$ cat config.mk
export PLATFORM = sky130hd
export DESIGN_NAME = nbit_downcounter
export DESIGN_NICKNAME = d
export VERILOG_FILES = /design/src/rtl/counter_pkg.sv /design/src/rtl/nbit_downcounter.sv
export SDC_FILE = /design/constraint.sdc
export NUM_CORES = 1
export LEC_CHECK = 0
export ABC_AREA = 1
export BUFFER_PORTS_ARGS = -buffer_cell sky130_fd_sc_hd__buf_2
export CAP_MARGIN = 10
export CORE_UTILIZATION = 35
export CTS_CLUSTER_SIZE = 12
export DETAILED_ROUTE_END_ITERATION = 7
export GPL_ROUTABILITY_DRIVEN = 0
export GPL_TIMING_DRIVEN = 0
export PLACE_DENSITY = 0.59
export SKIP_CTS_REPAIR_TIMING = 1
export SLEW_MARGIN = 40
export SYNTH_ARGS = -nofsm -noshare
export SYNTH_HDL_FRONTEND = slang
export SYNTH_SLANG_ARGS = --single-unit
$ cat constraint.sdc
create_clock -name clk -period 2.1 [get_ports clk]
set_clock_uncertainty 0.1 [all_clocks]
set_input_delay 0.21 -clock clk [delete_from_list [all_inputs] [get_ports clk]]
set_output_delay 0.21 -clock clk [all_outputs]
set_load 0.03 [all_outputs]
$ cat src/rtl/counter_pkg.sv
// Shared definitions for the up/down counter family: FSM state type and default width.
package counter_pkg;
  localparam int DEFAULT_W = 8;

  typedef enum logic {
    IDLE = 1'b0,
    RUN  = 1'b1
  } state_t;
endpackage

$ cat src/rtl/nbit_downcounter.sv
// Loadable N-bit down-counter: pulses done at zero, then stops or auto-reloads.
// All state updates happen on the falling edge of clk.
module nbit_downcounter
  import counter_pkg::*;
#(
  parameter int N = DEFAULT_W
) (
  input  logic         clk,
  input  logic         rst_n,
  input  logic         load,
  input  logic [N-1:0] load_val,
  input  logic         en,
  input  logic         auto_reload,
  output logic [N-1:0] count,
  output logic         busy,
  output logic         done
);

  state_t       state, state_n;
  logic [N-1:0] count_n, reload_q, reload_n;
  logic         done_n;

  always_ff @(negedge clk or negedge rst_n) begin
    if (!rst_n) begin
      state    <= IDLE;
      count    <= '0;
      reload_q <= '0;
      busy     <= 1'b0;
      done     <= 1'b0;
    end else begin
      state    <= state_n;
      count    <= count_n;
      reload_q <= reload_n;
      busy     <= (state_n == RUN);
      done     <= done_n;
    end
  end

  // load wins over everything, so a restart never reports the old terminal count
  always_comb begin
    state_n  = state;
    count_n  = count;
    reload_n = reload_q;
    done_n   = 1'b0;
    if (load) begin
      count_n  = load_val;
      reload_n = load_val;
      if (load_val == '0) begin
        done_n  = 1'b1;
        state_n = IDLE;
      end else begin
        state_n = RUN;
      end
    end else if (state == RUN && en) begin
      if (count > N'(1)) begin
        count_n = count - N'(1);
      end else if (count == N'(1)) begin
        done_n = 1'b1;
        if (auto_reload) begin
          count_n = reload_q;
        end else begin
          count_n = '0;
          state_n = IDLE;
        end
      end
    end
  end

endmodule

==> metrics.yaml, run 1 <==
worst_hold_path:
  hold_path.class: "flip-flop to flip-flop"
  min-delay-start: "reload_q[7]"
layout:
  multiInputGateArea_um2: 607
  drive_gt1_share_pct: 26.5
  final_common_cell: "nand2_1"
  syn2layout_area_growth_pct: 34.7
  layout_common_cells: "nand2_1 (88), dfrtn_1 (18), buf_4 (14), nor2_1 (11), buf_2 (11)"
  seq_area_um2: 450
  instances_no_fill: 231
  final_core_util_pct: 51.3
  fillers: 290
  diodes: 0
  nNetsFinal: 217
sta:
  finalSetupViolations: 10
  slew_violations: 0
  timing_worst_slew_pin_value_ns: 0.416
  slew-limit-headroom_pct: 72.3
  rsz0062_at_grt: "yes"
  whs_ns: 0.317
  hold_violations: 0
  setup_ws_ns: -0.178
detailed_routing:
  wl_per_cell_um: 11.4
  vias: 1132
  drtIter0Drc: 38
  remaining_drc_errors: 1
  ant_nets: 0
  dr.pass1.iters: 6
  viasPerCell: 4.90
  wl_um: 2640
cts:
  cts_tree: "built"
  cts.path.max_buffers: 2
  root_buffer: "clkbuf_4"
  cts_made_buffers: 3
  clock_latency_ns: 0.30
  clkTransAtPathRegs_ns: 0.07
  cts_num_sinks: 18
  htreeDepth: 1
yosys:
  synth-seq-cells: 18
  synth-simple-area-share_pct: 44.9
  post_synth.cell_area_avg_um2: 6.58
  synth_compound_area_share_pct: 3.13
  synthMuxAreaShare_pct: 0
  synthDistinctLibCells: 19
  ys_seq_area_share_pct: 41.8
  synth_fp_nets: 179
  syn_area_mm2: 0.00108
  synth_top_family_by_area: "simple AND/OR/NAND/NOR gates"
  synth_xor_area_share_pct: 1.62
  yosys_warnings: 0
  synth_cells: 164
  synthAdderAreaFrac_pct: 2.32
global_routing:
  grt_pass1_vias: 1032
  track_usage_pct: 17.1
  grt_max_degree: 19
  grt_pass1_wl_um: 4380
  antenna_found_initial: 0
  grt_remaining_overflow: 0
worst_setup_path:
  cp_max_fo: 4
  cp-startpoint: "count[1]"
  path_buf_inv: 1
  r2r-start: "count[0]"
  cpPeakStageDelay_ns: 0.47
  worstPathArrival_ns: 1.97
  critPathKind: "flip-flop to primary output"
  path_delay_family: "flip-flops"
  endpoint_kind: "primary output"
  critPathRequiredTime_ns: 1.79
  path_cells: "buf_6"
  slowest_stage: "dfrtn_1"
  cp-start-kind: "flip-flop"
placed_design:
  placedCellCount: 217
  io_buffers: 22
  hpwl_um: 1960
status:
  violations: "DRC, setup timing"
  status: "finished, violations left"
floorplanning:
  fp.coreArea_mm2: 0.00283
  dieArea_mm2: 0.00331
  fp.dieH_um: 57.5
  fp.dieW_um: 57.5
  rows: 19
  io_pins: 23
  start_util_pct: 38.1
job:
  drv_cap: 0
power:
  peakVddDrop_uv: 592
  p_total_mw: 1.65
  p_per_area_mw_per_mm2: 1140
  p_leak_nw: 0.817
-- worst register-to-register path: cells and delay by family (launching register included) --
family	cells	cell delay (ns)
flops	1	0.46
buf+inv	5	0.43
simple gates	5	0.39
fa+ha+maj	1	0.25
compound gates	1	0.20
-- registers in the layout, summed over array words and instances, names as in the netlist --
signal	flops
count	8
reload_q	8
done	1
state	1
-- logic make-up after synthesis --
kind of cell / count (synthesis)
AND/OR/NAND/NOR: 120
flip-flops: 18
buffers and inverters: 16
AO/OA/AOI/OAI: 6
XOR/XNOR: 2
adder cells (fa/ha/maj): 2
-- cell type report --
cell class | count | area share [%]
timing repair buffer | 34 | 18.0
buffer | 2 | 1.12
sequential | 18 | 31.0
multi-input combinational | 130 | 41.8
inverter | 13 | 3.88
tap | 31 | 2.67
clock buffer | 3 | 1.55
-- per-stage QoR --
step	cell area (um2)	setup slack (ns)	TNS (ns)
after floorplan	1110	-0.0393	-0.284
after global placement	1250	-0.281	-2.37
after detailed placement	1250	-0.311	-2.56
after CTS	1280	-0.341	-2.72
after global routing	1450	-0.234	-1.77
final	1450	-0.178	-1.40
-- cell usage after synthesis, drive strengths merged --
library cell | n | area share [%]
buf | 1 | 1.0
clkinv | 1 | 0.35
nor2 | 17 | 7.1
inv | 12 | 4.2
dfrtn | 18 | 42
xnor2 | 1 | 0.81
xor2 | 1 | 0.81
nor3 | 1 | 0.46
o21ai | 6 | 3.1
nand4 | 2 | 1.2
nand2 | 90 | 32
ha | 2 | 2.3
clkbuf | 2 | 0.70
nand3 | 10 | 4.6
-- routing by layer --
layer	wire, um	up-vias	global-route usage, %
li1	-	578	-
met1	1220	534	21.1
met2	1310	16	29.7
met3	84	4	4.99
met4	22	0	3.48
met5	0	-	0
-- power breakdown --
group | switching, mW | leakage, nW | internal (mW)
combinational | 0.580 | 0.582 | 0.402
clock | 0.108 | 0.0138 | 0.0669
sequential | 0.0594 | 0.221 | 0.433
-- final timing paths --
check	cells past startpoint	slack (ns)	endpoint
max	1	-0.18	count[1]
min	2	0.32	reload_q[7]
max reg2reg	12	0.14	count[7]
min reg2reg	2	0.32	reload_q[7]
max in group asynchronous	1	0.90	reload_q[1]
min in group asynchronous	1	0.66	reload_q[3]
(Power assumes the default switching activity.)
==> inputs of run 2 (changes only) <==
==> constraint.sdc (replaced) <==
create_clock -name clk -period 2.1 [get_ports clk]
set_clock_uncertainty 0.1 [all_clocks]
set_input_delay 0.315 -clock clk [delete_from_list [all_inputs] [get_ports clk]]
set_output_delay 0.315 -clock clk [all_outputs]
set_load 0.03 [all_outputs]
==> run 2 against run 1 <==
The run still ends with DRC, setup timing left. Non-clock buffer count is 1 higher. Wire length increased by 1.5%. Total power rose by 1.0%. Clock power about the same.
==> metrics.yaml, run 2 (synthesized netlist as in run 1, its figures left out) <==
worst_setup_path:
  critical_path_depth: 1
  r2r-start: "count[0]"
  r2r_cells: 12
  critPathKind: "flip-flop to primary output"
  r2r_slack_ns: 0.13
  worstPathArrival_ns: 1.97
  critPathRequiredTime_ns: 1.68
  endpoint_kind: "primary output"
  cp_max_fo: 4
  path_cells: "buf_6"
  worstReg2RegEnd: "count[5]"
  path_buf_inv: 1
  cp-start-kind: "flip-flop"
  slowest_stage: "dfrtn_1"
  cpPeakStageDelay_ns: 0.48
  path_delay_family: "flip-flops"
detailed_routing:
  remaining_drc_errors: 1
  vias: 1157
  wl_met2_um: 1340
  drtIter0Drc: 37
  wl_um: 2680
  ant_nets: 0
  highest_layer: "met4"
  dr_wl_met3_um: 101
  viasPerCell: 4.99
  wl_per_cell_um: 11.5
  dr.pass1.iters: 6
  m1WireLength_um: 1210
cts:
  cts.path.max_buffers: 2
  root_buffer: "clkbuf_4"
  clock_latency_ns: 0.30
  cts_tree: "built"
  clkTransAtPathRegs_ns: 0.07
  cts_num_sinks: 18
  cts_made_buffers: 3
  htreeDepth: 1
job:
  drv_cap: 0
global_routing:
  grt_max_degree: 19
  grt_pass1_vias: 1032
  grt_remaining_overflow: 0
  grt_pass1_wl_um: 4380
  antenna_found_initial: 0
  track_usage_pct: 17.1
layout:
  final_common_cell: "nand2_1"
  final_core_util_pct: 52.5
  diodes: 0
  syn2layout_area_growth_pct: 37.8
  multiInputGateArea_um2: 619
  layout_common_cells: "nand2_1 (87), dfrtn_1 (18), buf_4 (14)"
  seq_area_um2: 450
  nNetsFinal: 218
  drive_gt1_share_pct: 27.9
  reg.largest.list: "count: 8 flops, reload_q: 8 flops"
  fillers: 284
floorplanning:
  fp.dieH_um: 57.5
  dieArea_mm2: 0.00331
  fp.coreArea_mm2: 0.00283
  io_pins: 23
  fp.dieW_um: 57.5
  rows: 19
  start_util_pct: 38.1
placed_design:
  hpwl_um: 1960
  io_buffers: 22
sta:
  hold_violations: 0
  setup_ws_ns: -0.286
  whs_ns: 0.321
  slew-limit-headroom_pct: 72.8
  rsz0062_at_grt: "yes"
  timing_worst_slew_pin_value_ns: 0.408
  finalSetupViolations: 10
  slew_violations: 0
status:
  violations: "DRC, setup timing"
  status: "finished, violations left"
worst_hold_path:
  hold_path.class: "flip-flop to flip-flop"
  holdPathEnd: "reload_q[5]"
  min-delay-start: "reload_q[5]"
  holdPathStages: 2
power:
  p_total_mw: 1.67
  peakVddDrop_uv: 592
  p_per_area_mw_per_mm2: 1120
  p_leak_nw: 0.830
run 2: cell type report:
type,instances,share of cell area [%]
Buffer,3,1.77
Timing Repair Buffer,34,18.4
Sequential cell,18,30.3
Clock buffer,3,1.52
Multi-Input combinational cell,130,41.7
Inverter,13,3.79
Tap cell,31,2.61
run 2: metal layers:
metal / global-route usage, % / vias to the layer above
met3: 4.99 / 4
met5: 0 / -
li1: - / 586
met1: 21.1 / 541
met4: 3.48 / 0
met2: 29.7 / 26
run 2: where the power goes:
part	switching, mW	internal [mW]
clock network	0.110	0.0669
registers	0.0596	0.433
logic	0.587	0.410
run 2: worst register-to-register path, cell delays in order (launching register included):
cell	delay, ns
dfrtn_1	0.47
buf_4	0.14
inv_1	0.04
ha_1	0.25
o21ai_2	0.20
nor2_4	0.08
inv_2	0.09
nand2_1	0.09
nand2_4	0.11
buf_6	0.13
nand2_1	0.05
nand2_1	0.05
nand2_1	0.04
run 2: worst max path at each step:
stage	slack (ns)	to	from
after floorplan	-0.14	count[5]	en
after global placement	-0.39	count[7]	en
after detailed placement	-0.42	count[7]	en
after CTS	-0.45	busy	state
after global routing	-0.34	count[1]	count[1]
final	-0.29	count[1]	count[1]
run 2: through the flow:
step	setup WS [ns]	setup TNS, ns	cell area (um2)	std cells
floorplan	-0.144	-1.14	1110	164
global placement	-0.386	-4.35	1250	217
CTS	-0.446	-4.40	1280	220
finish	-0.286	-2.45	1490	232
detailed placement	-0.416	-4.61	1250	217
global route	-0.339	-2.90	1490	232
